==> config.mk <==
export PLATFORM = sky130hd
export DESIGN_NAME = rr_burst_grant_ctrl
export DESIGN_NICKNAME = d
export VERILOG_FILES = /design/src/rtl/rr_burst_grant_ctrl_pkg.sv /design/src/rtl/gen_round_robin.sv /design/src/rtl/rr_burst_grant_ctrl.sv
export SDC_FILE = /design/constraint.sdc
export NUM_CORES = 1
export LEC_CHECK = 0
export BUFFER_PORTS_ARGS = -buffer_cell sky130_fd_sc_hd__buf_4
export CORE_MARGIN = 4
export CORE_UTILIZATION = 54
export CTS_CLUSTER_DIAMETER = 40
export DETAILED_ROUTE_END_ITERATION = 6
export HOLD_SLACK_MARGIN = 0.1
export PLACE_DENSITY = 0.79
export SYNTH_ARGS = -nofsm -noshare
export SYNTH_HDL_FRONTEND = slang
export SYNTH_SLANG_ARGS = --single-unit
export TNS_END_PERCENT = 50
==> constraint.sdc <==
create_clock -name clk -period 5.2 [get_ports clk]
set_input_delay 0.52 -clock clk [delete_from_list [all_inputs] [get_ports clk]]
set_output_delay 0.52 -clock clk [all_outputs]
set_load 0.005 [all_outputs]
==> src/rtl/rr_burst_grant_ctrl_pkg.sv <==
// Shared types and helpers for the burst grant controller and its round-robin core.
package rr_burst_grant_ctrl_pkg;

  typedef enum logic {
    IDLE = 1'b0,
    OWN  = 1'b1
  } state_e;

  // Minimum 1 so a 1-bit index still has a legal width.
  function automatic int clog2(input int v);
    int r;
    r = 1;
    for (int i = 1; i < 31; i++)
      if ((1 << i) < v) r = i + 1;
    return r;
  endfunction

  function automatic logic [31:0] onehot2bin(input logic [255:0] v);
    logic [31:0] idx;
    idx = '0;
    for (int i = 0; i < 256; i++)
      if (v[i]) idx = idx | 32'(i);
    return idx;
  endfunction

endpackage

==> src/rtl/gen_round_robin.sv <==
// Round-robin / strict-priority selector. The pointer only moves when arb is pulsed,
// so the caller decides what counts as one fairness turn.
module gen_round_robin
  import rr_burst_grant_ctrl_pkg::*;
#(
  parameter int W = 8
) (
  input  logic         clk,
  input  logic         reset_n,
  input  logic [W-1:0] in,
  input  logic         sp,
  input  logic         arb,
  input  logic         restart,
  input  logic [W-1:0] restart_in,
  output logic [W-1:0] select,
  output logic [W-1:0] last
);

  localparam int IW = clog2(W);

  logic [W-1:0]  base;
  logic [IW-1:0] ptr;
  logic [IW-1:0] idx;
  logic          found;

  // A restart vector is advanced one position before use, so the search resumes
  // two places past the requester named by restart_in.
  always_comb begin
    base = restart ? {restart_in[W-2:0], restart_in[W-1]} : last;
    ptr = '0;
    for (int i = 0; i < W; i++)
      if (base[i]) ptr = IW'(i);
    select = '0;
    found  = 1'b0;
    idx    = '0;
    if (sp) begin
      for (int i = 0; i < W; i++)
        if (in[i] && !found) begin
          select[i] = 1'b1;
          found     = 1'b1;
        end
    end else begin
      for (int k = 1; k <= W; k++) begin
        idx = IW'((int'(ptr) + k) % W);
        if (in[idx] && !found) begin
          select[idx] = 1'b1;
          found       = 1'b1;
        end
      end
    end
  end

  always_ff @(posedge clk or negedge reset_n) begin
    if (!reset_n)               last <= W'(1);
    else if (arb && |select)    last <= select;
  end

endmodule

==> src/rtl/rr_burst_grant_ctrl.sv <==
// Burst grant controller: takes an owner from the RR core, holds a one-hot grant for a
// burst and releases on last beat, quantum expiry or request drop.
module rr_burst_grant_ctrl
  import rr_burst_grant_ctrl_pkg::*;
#(
  parameter int W   = 8,
  parameter int QW  = 8,
  parameter int IDW = clog2(W)
) (
  input  logic           clk,
  input  logic           reset_n,
  input  logic           en,
  input  logic           sp_mode,
  input  logic [W-1:0]   req,
  input  logic           restart,
  input  logic [W-1:0]   restart_in,
  input  logic [QW-1:0]  quantum_cfg,
  input  logic           beat,
  input  logic           last_beat,
  output logic [W-1:0]   gnt,
  output logic           gnt_vld,
  output logic [IDW-1:0] owner_id,
  output logic [QW-1:0]  beat_cnt,
  output logic           proto_err
);

  state_e         state, state_n;
  logic [W-1:0]   gnt_n;
  logic [IDW-1:0] owner_n;
  logic [QW-1:0]  cnt_n;
  logic           take;
  logic           rel;
  logic [W-1:0]   core_sel;
  logic [W-1:0]   core_last_unused;

  gen_round_robin #(.W(W)) u_rr (
    .clk        (clk),
    .reset_n    (reset_n),
    .in         (req),
    .sp         (sp_mode),
    .arb        (take),
    .restart    (restart),
    .restart_in (restart_in),
    .select     (core_sel),
    .last       (core_last_unused)
  );

  always_comb begin
    state_n = state;
    gnt_n   = gnt;
    owner_n = owner_id;
    cnt_n   = beat_cnt;
    take    = 1'b0;
    rel     = 1'b0;
    case (state)
      IDLE: begin
        if (en && |req) begin
          take    = 1'b1;
          state_n = OWN;
          gnt_n   = core_sel;
          owner_n = IDW'(onehot2bin(256'(core_sel)));
          cnt_n   = '0;
        end
      end
      OWN: begin
        if (beat)
          cnt_n = (&beat_cnt) ? beat_cnt : beat_cnt + 1'b1;
        // >= rather than == so a quantum lowered mid-burst still releases on the next beat
        rel = (beat && last_beat) ||
              (beat && quantum_cfg != '0 &&
               ({1'b0, beat_cnt} + 1'b1) >= {1'b0, quantum_cfg}) ||
              (!req[owner_id] && !beat);
        if (rel) begin
          state_n = IDLE;
          gnt_n   = '0;
          owner_n = '0;
        end
      end
      default: state_n = IDLE;
    endcase
  end

  always_ff @(posedge clk or negedge reset_n) begin
    if (!reset_n) begin
      state     <= IDLE;
      gnt       <= '0;
      gnt_vld   <= 1'b0;
      owner_id  <= '0;
      beat_cnt  <= '0;
      proto_err <= 1'b0;
    end else begin
      state    <= state_n;
      gnt      <= gnt_n;
      gnt_vld  <= |gnt_n;
      owner_id <= owner_n;
      beat_cnt <= cnt_n;
      if (beat && !gnt_vld) proto_err <= 1'b1;
    end
  end

endmodule

# Word level (Yosys, flattened, before mapping)
# Index checks and enable logic that the tools add are counted.
[word_totals]
ff_bits = 30
in_bits = 31
out_inout_bits = 21
elab_cells = 216
[op_classes]
add_sub_neg = 10
order_cmp = 18
n_eq_ne = 4
muxes = 114
n_bitwise = 8
n_reduce_logical = 55
[op_table]
columns = ["operator", "count"]
rows = [
  ["8-bit 2-to-1 mux", 22],
  ["1-bit 2-to-1 mux", 57],
  ["8-bit bitwise OR", 7],
  ["3-bit by 4-bit < comparator with 1-bit output (second input constant)", 9],
  ["3-bit 2-to-1 mux", 12],
  ["8-bit one-hot mux with 2 select lines", 2],
  ["1-bit logical AND", 29],
  ["1-bit binary-select mux with 3-bit select", 9],
  ["1-bit demux with 3-bit select", 8],
  ["3-bit by 1-bit >= comparator with 1-bit output (second input constant)", 8],
  ["8-bit OR reduction", 3],
  ["1-bit zero test", 17],
  ["3-bit adder (second input constant)", 4],
  ["8-bit by 1-bit adder with 9-bit output (second input constant)", 1],
  ["9-bit by 8-bit >= comparator with 1-bit output", 1],
  ["8-bit by 1-bit adder with 8-bit output (second input constant)", 1],
  ["8-bit AND reduction", 1],
  ["8-bit nonzero test", 1],
  ["3-bit by 1-bit adder with 3-bit output (second input constant)", 2],
  ["3-bit by 2-bit adder with 3-bit output (second input constant)", 2],
  ["2-bit != test (second input constant)", 3],
  ["3-bit one-hot mux with 2 select lines", 1],
  ["2-bit 2-to-1 mux", 2],
  ["3-bit AND reduction", 1],
  ["5 further kinds", 6],
]

# Logic depth before layout (Yosys ltp)
# Gate-level depths: netlist (run 1).
[depth]
word_depth = 50
mapped_depth = 21
depth_no_buf = 16

# Modules after synthesis
# Synthesis (run 1) repeated with hierarchy kept, for this count alone.
[hier_totals]
hier_cells = 403
hier_area_um2 = 3480.8
[modules_own_cells]
columns = ["mod", "n_inst", "cells_each", "area_each_um2", "seq_area_each_um2"]
rows = [
  ["gen_round_robin", 1, 254, 2015.7, 201.4],
  ["rr_burst_grant_ctrl", 1, 149, 1465.2, 550.5],
]

# Least setup slack after synthesis (run 1)
# OpenSTA, ideal clock, no wires.
[synth_path]
kind = "in2reg"
startpoint = "input restart"
endpoint = "register gnt_vld"
setup_time_ns = 0.131
arrival_time_ns = 5.118
required_ns = 5.069
slack_ns = -0.049
stages = 20
path_buffers = 5
cell_sequence = "buf_6 buf_6 mux2i_1 a31oi_2 nor2_2 buf_2 clkbuf_1 ha_1 nor4_1 a22o_1 a21oi_2 buf_2 mux2i_1 o22ai_2 o2111ai_1 nand2_1 a211o_1 o41ai_2 nand2_2 or3_1"
[synth_between]
elab_chain_len = 44
word_cells_on_any_way = 126
cone_classes = "add/sub: 8; order compare: 16; mux: 72; bitwise: 7; reduce/logical: 23"
[synth_rtl]
columns = ["element", "line_no", "rtl"]
rows = [
  ["start, declared", "rr_burst_grant_ctrl.sv:15", "input logic restart,"],
  ["8-bit 2-to-1 mux *", "gen_round_robin.sv:29", "base = restart ? {restart_in[W-2:0], restart_in[W-1]} : last;"],
  ["1-bit 2-to-1 mux", "gen_round_robin.sv:32", "if (base[i]) ptr = IW'(i);"],
  ["3-bit 2-to-1 mux (5 in a row)", "gen_round_robin.sv:32", ""],
  ["3-bit 2-to-1 mux *", "gen_round_robin.sv:32", ""],
  ["branches (longest 31 deep; another with 3-bit by 4-bit < comparator with 1-bit output)", "n/a", ""],
  ["8-bit 2-to-1 mux *", "gen_round_robin.sv:45", "if (in[idx] && !found) begin"],
  ["8-bit 2-to-1 mux *", "gen_round_robin.sv:36", "if (sp) begin"],
  ["8-bit 2-to-1 mux *", "rr_burst_grant_ctrl.sv:57", "if (en && |req) begin"],
  ["8-bit one-hot mux with 2 select lines *", "rr_burst_grant_ctrl.sv:55", "case (state)"],
  ["8-bit OR reduction *", "rr_burst_grant_ctrl.sv:94", "gnt_vld <= |gnt_n;"],
  ["end signal, assigned", "rr_burst_grant_ctrl.sv:94", ""],
  ["end, declared", "rr_burst_grant_ctrl.sv:21", "output logic gnt_vld,"],
]
# Every way passes the cells marked *. The select of a mux whose other input is x is not followed.
# A chain may end at the register's enable or synchronous reset.

# Worst setup path after layout (run 1)
[layout_path]
startpoint = "register u_rr.last[4]"
endpoint = "register u_rr.last[6]"
[layout_between]
elab_chain_len = 40
word_cells_on_any_way = 122
cone_classes = "add/sub: 8; order compare: 16; mux: 67; bitwise: 7; reduce/logical: 24"
[layout_rtl]
columns = ["element", "line_no", "rtl"]
rows = [
  ["start, declared", "gen_round_robin.sv:16", "output logic [W-1:0] last"],
  ["start signal, assigned", "gen_round_robin.sv:55", "else if (arb && |select) last <= select;"],
  ["8-bit 2-to-1 mux *", "gen_round_robin.sv:29", ""],
  ["3-bit 2-to-1 mux * (4 in a row)", "gen_round_robin.sv:32", ""],
  ["branches (longest 31 deep; another with 3-bit by 4-bit < comparator with 1-bit output)", "n/a", ""],
  ["8-bit 2-to-1 mux *", "gen_round_robin.sv:45", ""],
  ["8-bit 2-to-1 mux *", "gen_round_robin.sv:36", ""],
  ["8-bit OR reduction", "gen_round_robin.sv:55", ""],
  ["1-bit logical AND", "gen_round_robin.sv:55", ""],
]
# Marked as above.

==> results by group, run 1 <==
Run status
  – Status: finished, final reports clean

Critical path
  – Worst Path Required: 5.37 ns
  – CP Max Fanout: 10
  – Critical path class: reg2reg
  – Critical path capture point type: flip-flop
  – Startpoint types: flip-flop
  – Setup crit start: u_rr.last[4]$_DFFE_PN0P_
  – RR Startpoint: u_rr.last[4]$_DFFE_PN0P_
  – CP arrival: 5.01 ns

Finish
  – Layout Utilization: 67.3%
  – Ant. Diodes: 0
  – NumNets Final: 573
  – FF/Latch Area: 726 um^2
  – Non-Filler Instances: 605
  – Fillers: 582
  – Multi-input gate area: 2770 um^2
  – Layout cell share with drive strength beyond 1: 23.1%
  – Design Area, Final: 4370 um^2
  – Synthesis-to-finish area growth: 18.1%

Synth
  – Number of synthesized flops with an enable pin: 0
  – Yosys cell types: 83
  – Synthesized flop and latch total: 29
  – Top post-synthesis cells by count: nand2_1, nor2_1, dfrtp_1
  – Post-synthesis sequential area ratio: 19.6%
  – Top-count cell post-synth: nand2_1
  – Synth Area per Inst: 7.96 um^2
  – Main flop type after synthesis: dfrtp_1
  – Largest area contributor in the netlist: dfrtp_1
  – Cells after synthesis: 465
  – Dominant cells by area after synthesis: dfrtp_1, nand2_1, ha_1, mux2i_1, mux4_2
  – Post-synth ARST share: 100%
  – YS warnings: 0
  – Mapped Area: 3700 um^2
  – Synthesized Nets: 511
  – Top-area cell type share of the netlist area: 19.6%

Global routing
  – Largest net degree at the start of global routing: 30
  – First-pass GRT wire length: 21300 um
  – Remaining global-route overflow: 0
  – Initial antenna violation count: 0
  – Number of global-route vias before repair: 4029
  – Global-route usage over all layers: 31.6%

Route
  – Vias: 4262
  – Total wire length: 13200 um
  – Wirelength per Cell: 21.7 um
  – Drt first-iter violations: 372
  – Vias/cell: 7.04
  – Residual DRC: 0
  – Initial DRT Pass Iterations: 6
  – Post-DRT Antenna Nets: 0

Placement
  – # placed instances: 596
  – Buffers on Ports: 50
  – Detail Placement HPWL: 10000 um
  – DP Area: 4280 um^2
  – Routability cong.: 1.07

Floorplanning
  – Die Ht: 90.8 um
  – Num ports: 52
  – Die ar.: 8240 um^2
  – Initial Utilization: 57.0%
  – Core Region: 6490 um^2
  – Die Span X: 90.8 um
  – Row cnt: 29

Power
  – P_leak: 1.98 nW
  – Peak supply drop: 0.554 mV
  – Power per cell area: 672 nW/um^2
  – Power Total: 0.00294 W

Clocking
  – Root buf cell: clkbuf_8
  – H-tree levels: 2
  – Reg clk slew, reported paths: 0.07 ns
  – Total CTS buffers: 5
  – CTS max path bufs: 2
  – Cts hold-fix bufs: 0
  – Worst-Skew Late Latency: 0.28 ns
  – Clock sink count: 29
  – CTS tree: built

STA
  – Clk_skew: 0.00527 ns
  – Slew at the pin closest to its max-slew limit: 0.690 ns
  – Fmax: 0.206 GHz
  – Min Tclk post-route: 4.84 ns
  – Slew Limit Fails: 0
  – Hold violation total from the final report: 0
  – RSZ-0062 raised after global routing: no
  – Period utilization: 93.1%
  – # setup viols final: 0
  – Slew margin rel.: 53.9%
  – Setup TNS: 0 ns

Worst hold path
  – Hold/Removal Path Class: in2async

Run
  – Max-cap violation count: 0
[flip-flops by register name, indices dropped and copies added (netlist names)]
name and cells:
beat_cnt 8, gnt 8, gnt_vld 1, owner_id 3, proto_err 1, state 1, u_rr.last 7
[layer usage]
metal	global-route usage (%)	vias up	routed length (um)
met2	52.9	273	6260
met1	40.8	2016	5170
li1	-	1932	-
met4	11.7	0	339
met3	5.42	41	1370
met5	0	-	0
[critical path, cell delays in order (launching register included)]
cell and delay, ns:
dfrtp_1 0.47, nor2_1 0.17, o21ai_1 0.18, a31oi_2 0.36, nor2_2 0.07, ha_1 0.24
nor4b_1 0.31, a22o_1 0.26, a21oi_2 0.10, buf_4 0.24, a2111oi_0 0.41, a221oi_1 0.14
nor4_2 0.45, buf_4 0.21, nand4_1 0.15, o221ai_1 0.33, nand3_1 0.24, buf_4 0.24
nand3_1 0.09, o21ai_1 0.06
[power by group]
group | total, W | internal [W] | switching, W | leakage (nW)
Combinational | 0.00233 | 0.000929 | 0.00141 | 1.56
Clock | 0.000182 | 0.0000926 | 0.0000897 | 0.0450
Sequential | 0.000419 | 0.000305 | 0.000114 | 0.378
Total | 0.00294 | 0.00133 | 0.00161 | 1.98
[metrics by stage]
step                      hold slack (ns)  setup WS [ns]
after floorplan                     0.224          0.106
after global placement              0.439          0.289
after detailed placement            0.456          0.211
after CTS                           0.160          0.438
after global routing                0.175         0.0407
final                               0.148          0.357
[kinds of logic after synthesis]
logic type	Yosys count	synth area share (%)
compound gates	147	30.7
xor+xnor	8	1.89
fa+ha+maj	15	5.07
buf+inv	52	6.05
flops	29	19.6
mux	32	11.3
simple gates	182	25.4
[cell type report]
| cell class | instances | area share [%] |
|---|---|---|
| well taps | 77 | 2.20 |
| multi-input cells | 384 | 63.4 |
| clock buffers | 6 | 1.66 |
| flip-flops and latches | 29 | 16.6 |
| clock inverters | 2 | 0.229 |
| repair buffers | 78 | 13.4 |
| inverters | 29 | 2.49 |
[path summary, 6_finish.rpt]
path                                       endpoint  slack (ns)  cells after the start
max reg2reg                u_rr.last[6]$_DFFE_PN0P_        0.36                     19
max                        u_rr.last[6]$_DFFE_PN0P_        0.36                     19
min                         beat_cnt[4]$_DFFE_PN0P_        0.15                      1
min reg2reg                   proto_err$_DFFE_PN0P_        0.47                      1
max in group asynchronous  u_rr.last[1]$_DFFE_PN0P_        4.77                      1
min in group clk              proto_err$_DFFE_PN0P_        0.47                      2
[timing repair]
| action | 4_1_cts | 5_1_grt |
|---|---|---|
| endpoints found under the setup margin | 0 | 1 |
| resized for setup | 0 | 1 |
| buffers inserted | 0 | 1 |
[cells in the final DEF (no fill, tap or decap), types with 10 or more instances in the layout]
master,netlist,layout
a21oi_1,12,12
dfrtp_1,29,29
nor4_1,11,11
a21o_1,10,10
nand3_1,24,24
inv_1,26,26
o21ai_1,11,11
nand2_1,56,56
ha_1,15,15
mux2i_1,16,16
o21ai_0,17,17
nor2_1,30,30
nor3_1,14,14
buf_4,0,78
Power figures use the tool's default switching activity.
==> run 2, diff against run 1 <==
--- a/config.mk
+++ b/config.mk
@@ -6,12 +6,14 @@
 export NUM_CORES = 1
 export LEC_CHECK = 0
 export BUFFER_PORTS_ARGS = -buffer_cell sky130_fd_sc_hd__buf_4
+export CELL_PAD_IN_SITES_DETAIL_PLACEMENT = 1
+export CELL_PAD_IN_SITES_GLOBAL_PLACEMENT = 1
 export CORE_MARGIN = 4
-export CORE_UTILIZATION = 54
+export CORE_UTILIZATION = 40
 export CTS_CLUSTER_DIAMETER = 40
 export DETAILED_ROUTE_END_ITERATION = 6
 export HOLD_SLACK_MARGIN = 0.1
-export PLACE_DENSITY = 0.79
+export PLACE_DENSITY_LB_ADDON = 0.1
 export SYNTH_ARGS = -nofsm -noshare
 export SYNTH_HDL_FRONTEND = slang
 export SYNTH_SLANG_ARGS = --single-unit
==> results by group, run 2 (same netlist as run 1, synthesis figures left out) <==
Critical path
  – Setup crit start: u_rr.last[1]$_DFFE_PN0P_
  – CP arrival: 5.10 ns
  – FF-to-FF path depth: 17
  – Critical path class: reg2reg
  – CP Max Fanout: 8
  – Internal reg-to-reg setup slack: 0.26 ns
  – Critical path capture point type: flip-flop
  – Startpoint types: flip-flop
  – CP Capture Point: gnt_vld$_DFF_PN0_
  – Worst Path Required: 5.36 ns
  – RR Startpoint: u_rr.last[1]$_DFFE_PN0P_
  – RR Endpoint: gnt_vld$_DFF_PN0_

Floorplanning
  – Num ports: 52
  – Row cnt: 34
  – Die Span X: 104 um
  – Die Ht: 104 um
  – Initial Utilization: 41.8%
  – Core Region: 8850 um^2
  – Die ar.: 10900 um^2

Route
  – Wirelength per Cell: 23.6 um
  – Total wire length: 15100 um
  – Drt first-iter violations: 261
  – Post-DRT Antenna Nets: 0
  – Initial DRT Pass Iterations: 4
  – Vias/cell: 6.62
  – Residual DRC: 0
  – Vias: 4232

Global routing
  – GR Util met2: 47.9%
  – Most used routing layer: met2
  – Largest net degree at the start of global routing: 30
  – Remaining global-route overflow: 0
  – M3 GR Usage: 3.23%
  – Initial antenna violation count: 0
  – M1 GR Usage: 35.1%
  – Number of global-route vias before repair: 4552
  – Global-route usage over all layers: 27.8%
  – First-pass GRT wire length: 24700 um

Power
  – P_leak: 2.01 nW
  – Power per cell area: 692 nW/um^2
  – Peak supply drop: 0.419 mV

Clocking
  – CTS max path bufs: 2
  – Root buf cell: clkbuf_8
  – Worst-Skew Late Latency: 0.28 ns
  – Post-CTS setup buffers: 0
  – Total CTS buffers: 5
  – Clock sink count: 29
  – H-tree levels: 2
  – Reg clk slew, reported paths: 0.07 ns
  – CTS tree: built

STA
  – # setup viols final: 0
  – Final WS setup: 0.261 ns
  – Slew at the pin closest to its max-slew limit: 1.07 ns
  – Period utilization: 95.0%
  – Hold violation total from the final report: 0
  – Slew Limit Fails: 0
  – Clk_skew: 0.00723 ns
  – Fmax: 0.202 GHz
  – RSZ-0062 raised after global routing: yes
  – Slew margin rel.: 28.5%
  – Min Tclk post-route: 4.94 ns
  – Hold_ws: 0.161 ns

Finish
  – FF/Latch Area: 726 um^2
  – Ant. Diodes: 0
  – Most common library cell in the layout ignoring fill and taps: buf_4
  – Multi-input gate area: 2790 um^2
  – Most frequent cells in the layout: buf_4, nand2_1, nor2_1, dfrtp_1, inv_1
  – Fillers: 1098
  – Layout cell share with drive strength beyond 1: 23.7%
  – Top flop regs: beat_cnt x8, gnt x8, u_rr.last x7
  – Synthesis-to-finish area growth: 21.1%
  – NumNets Final: 576

Worst hold path
  – Hold/Removal Path Class: in2async

Run status
  – Status: finished, final reports clean

Placement
  – Post-Place Setup Slack: -0.0612 ns
  – Buffers on Ports: 50
  – Routability cong.: 0.973
  – Detail Placement HPWL: 11700 um

Run
  – Max-cap violation count: 0
-- run 2: worst min path at each step --
stage,startpoint,to,slack (ns)
finish,reset_n,beat_cnt[4]$_DFFE_PN0P_,0.16
global placement,proto_err$_DFFE_PN0P_,proto_err$_DFFE_PN0P_,0.44
global route,reset_n,beat_cnt[3]$_DFFE_PN0P_,0.18
detailed placement,proto_err$_DFFE_PN0P_,proto_err$_DFFE_PN0P_,0.45
CTS,reset_n,owner_id[1]$_DFFE_PN0P_,0.17
floorplan,reset_n,beat_cnt[0]$_DFFE_PN0P_,0.22
-- run 2: repair_timing --
item / CTS / global route
gates resized for setup: 0 / 4
hold buffers: 0 / 0
setup endpoints to repair: 0 / 11
hold endpoints to repair: 0 / 0
-- run 2: cell type report --
cell class	instances	share of cell area, %
Inverter	29	2.43
Clock inverter	1	0.670
Multi-Input combinational cell	384	62.2
Tap cell	108	3.02
Sequential cell	29	16.2
Timing Repair Buffer	81	13.6
Clock buffer	7	1.93
-- run 2: report_power, final --
part / total (W) / internal, W / switching, W
registers: 0.000424 / 0.000305 / 0.000119
clock network: 0.000241 / 0.000156 / 0.0000845
logic: 0.00243 / 0.000955 / 0.00148
-- run 2: metrics by stage --
stage                     util (%)  total power [W]  area (um^2)  cells  setup TNS [ns]
after CTS                     50.5          0.00305         4460    639               0
after global routing          50.7          0.00331         4480    639         -0.0340
after floorplan                  -          0.00190         3710    465               0
after global placement        49.1          0.00276         4350    631               0
after detailed placement      49.1          0.00279         4350    631         -0.0612
final                         50.7          0.00310         4480    639               0
-- run 2: layer usage --
metal	share of wire [%]	vias up
met2	49	151
met5	0	-
met1	42	2110
met4	3.7	0
li1	-	1940
met3	5.1	31
-- run 2: critical path, cell delays in order, from the launching register on --
cell and delay (ns):
dfrtp_1 0.43, nor2b_1 0.16, o21ai_1 0.27, a31oi_2 0.16, nor2_2 0.16, ha_1 0.34
nor4_1 0.10, a22o_1 0.32, a21oi_4 0.30, mux2i_1 0.38, mux2_2 0.22, o32ai_1 0.07
a2111oi_1 0.56, buf_4 0.20, o221ai_1 0.18, a32oi_1 0.37, nand4b_4 0.20, or3_1 0.40
==> run 3, diff against run 2 <==
--- a/config.mk
+++ b/config.mk
@@ -9,7 +9,7 @@
 export CELL_PAD_IN_SITES_DETAIL_PLACEMENT = 1
 export CELL_PAD_IN_SITES_GLOBAL_PLACEMENT = 1
 export CORE_MARGIN = 4
-export CORE_UTILIZATION = 40
+export CORE_UTILIZATION = 44
 export CTS_CLUSTER_DIAMETER = 40
 export DETAILED_ROUTE_END_ITERATION = 6
 export HOLD_SLACK_MARGIN = 0.1
==> constraint.sdc (replaced) <==
create_clock -name clk -period 5 [get_ports clk]
set_input_delay 0.5 -clock clk [delete_from_list [all_inputs] [get_ports clk]]
set_output_delay 0.5 -clock clk [all_outputs]
set_load 0.005 [all_outputs]
==> results by group, run 3 (same netlist as run 1, synthesis figures left out) <==
Global routing
  – M3 GR Usage: 5.82%
  – M1 GR Usage: 39.7%
  – GR Util met2: 56.3%
  – Global-route usage over all layers: 32.6%
  – First-pass GRT wire length: 25400 um
  – Most used routing layer: met2
  – Initial antenna violation count: 0
  – Largest net degree at the start of global routing: 30
  – Remaining global-route overflow: 0
  – Number of global-route vias before repair: 4587

Placement
  – # placed instances: 631
  – Detail Placement HPWL: 12400 um
  – Routability cong.: 0.943
  – Post-Place Setup Slack: -0.0154 ns
  – Buffers on Ports: 50

Power
  – Peak supply drop: 0.477 mV
  – Power Total: 0.00331 W
  – P_leak: 2.02 nW
  – Power per cell area: 735 nW/um^2

Critical path
  – CP Cell Sequence: nor3_1 -> a2111o_1 -> nand2_4 -> inv_2 -> ha_1 -> nor4b_1 -> a22o_1 -> a21oi_2 -> buf_4 -> a2111oi_2 -> a221oi_2 -> nor4_2 -> buf_4 -> nand4_1 -> o221ai_1 -> nand3_1 -> buf_4 -> nand3_1 -> o21ai_1
  – Critical path capture point type: flip-flop
  – Critical path class: reg2reg
  – Slowest stage cell, crit path: dfrtp_1
  – Startpoint types: flip-flop
  – CP Max Fanout: 6
  – Crit path buffers/inverters: 4
  – CP arrival: 4.87 ns
  – Internal reg-to-reg setup slack: 0.30 ns
  – RR Endpoint: u_rr.last[6]$_DFFE_PN0P_
  – Critical path's top delay family: compound AO/OA/AOI/OAI gates
  – Worst Path Required: 5.17 ns
  – FF-to-FF path depth: 19
  – Critical Path Most Common Cell: buf_4
  – Stages on worst setup path: 19
  – Setup crit start: u_rr.last[3]$_DFFE_PN0P_
  – CP Capture Point: u_rr.last[6]$_DFFE_PN0P_
  – Slowest cell delay on critical path: 0.48 ns
  – RR Startpoint: u_rr.last[3]$_DFFE_PN0P_

Floorplanning
  – Initial Utilization: 45.0%
  – Core Region: 8220 um^2
  – Die Span X: 99.7 um
  – Num ports: 52
  – Row cnt: 33
  – Die ar.: 9940 um^2
  – Die Ht: 99.7 um

Route
  – Total wire length: 16000 um
  – Vias: 4417
  – Post-DRT Antenna Nets: 0
  – Initial DRT Pass Iterations: 6
  – Vias/cell: 6.91
  – Residual DRC: 0
  – Wirelength per Cell: 25.0 um
  – Drt first-iter violations: 346

Run status
  – Status: finished, final reports clean

Clocking
  – Clock sink count: 29
  – CTS tree: built
  – H-tree levels: 2
  – Total CTS buffers: 5
  – Post-CTS setup buffers: 0
  – Cts repair resizes: 0
  – Reg clk slew, reported paths: 0.07 ns
  – Worst-Skew Late Latency: 0.29 ns
  – Cts hold-fix bufs: 0
  – Root buf cell: clkbuf_8
  – CTS max path bufs: 2

Run
  – Max-cap violation count: 0

STA
  – Fmax: 0.213 GHz
  – Slew Limit Fails: 0
  – Clk_skew: 0.00473 ns
  – Slew at the pin closest to its max-slew limit: 1.10 ns
  – Hold violation total from the final report: 0
  – RSZ-0062 raised after global routing: no
  – Slew margin rel.: 26.6%
  – Setup TNS: 0 ns
  – Min Tclk post-route: 4.70 ns
  – Period utilization: 93.9%
  – Final WS setup: 0.303 ns
  – # setup viols final: 0

Finish
  – Layout cell share with drive strength beyond 1: 25.3%
  – FF/Latch Area: 726 um^2
  – Most frequent cells in the layout: buf_4, nand2_1, nor2_1, dfrtp_1, inv_1
  – Fillers: 1047
  – Non-Filler Instances: 639
  – Multi-input gate area: 2810 um^2
  – NumNets Final: 579
  – Most common library cell in the layout ignoring fill and taps: buf_4
  – Top flop regs: beat_cnt x8, gnt x8, u_rr.last x7
  – Synthesis-to-finish area growth: 21.8%
  – Ant. Diodes: 0

Worst hold path
  – Hold/Removal Path Class: in2async
-- run 3: stage by stage --
step | hold slack (ns) | util [%] | area (um^2)
floorplan | 0.204 | - | 3730
global placement | 0.440 | 53.3 | 4380
detailed placement | 0.449 | 53.3 | 4380
CTS | 0.146 | 54.6 | 4480
global route | 0.147 | 54.9 | 4510
finish | 0.129 | 54.9 | 4510
-- run 3: worst register-to-register path, stage by stage (launching register included) --
cell and delay (ns):
dfrtp_1 0.48, nor3_1 0.14, a2111o_1 0.45, nand2_4 0.10, inv_2 0.04, ha_1 0.20
nor4b_1 0.31, a22o_1 0.27, a21oi_2 0.12, buf_4 0.23, a2111oi_2 0.43, a221oi_2 0.11
nor4_2 0.32, buf_4 0.21, nand4_1 0.17, o221ai_1 0.34, nand3_1 0.25, buf_4 0.25
nand3_1 0.09, o21ai_1 0.08
-- run 3: layer usage --
layer | vias to the layer above | part of all wire, %
met5 | - | 0
met2 | 247 | 48
met4 | 0 | 4.3
met1 | 2172 | 38
met3 | 55 | 9.2
li1 | 1943 | -
-- run 3: worst min-delay path by stage --
stage | from | to | slack (ns) | depth (start not counted)
after detailed placement | reset_n | beat_cnt[4]$_DFFE_PN0P_ | 0.45 | 1
after floorplan | reset_n | beat_cnt[0]$_DFFE_PN0P_ | 0.20 | 0
final | reset_n | beat_cnt[4]$_DFFE_PN0P_ | 0.13 | 1
after global routing | reset_n | beat_cnt[4]$_DFFE_PN0P_ | 0.15 | 1
after global placement | reset_n | beat_cnt[3]$_DFFE_PN0P_ | 0.44 | 1
after CTS | reset_n | beat_cnt[2]$_DFFE_PN0P_ | 0.15 | 1
-- run 3: report_power, final --
part	total (W)	internal [W]	switching [W]
Combinational	0.00266	0.00103	0.00163
Sequential	0.000437	0.000318	0.000119
Clock	0.000221	0.000124	0.0000966
-- run 3: layout make-up --
type | count | area share [%]
multi-input cells | 384 | 62.3
clock buffers | 7 | 2.14
flip-flops and latches | 29 | 16.1
repair buffers | 84 | 14.0
well taps | 105 | 2.91
clock inverters | 1 | 0.111
inverters | 29 | 2.41
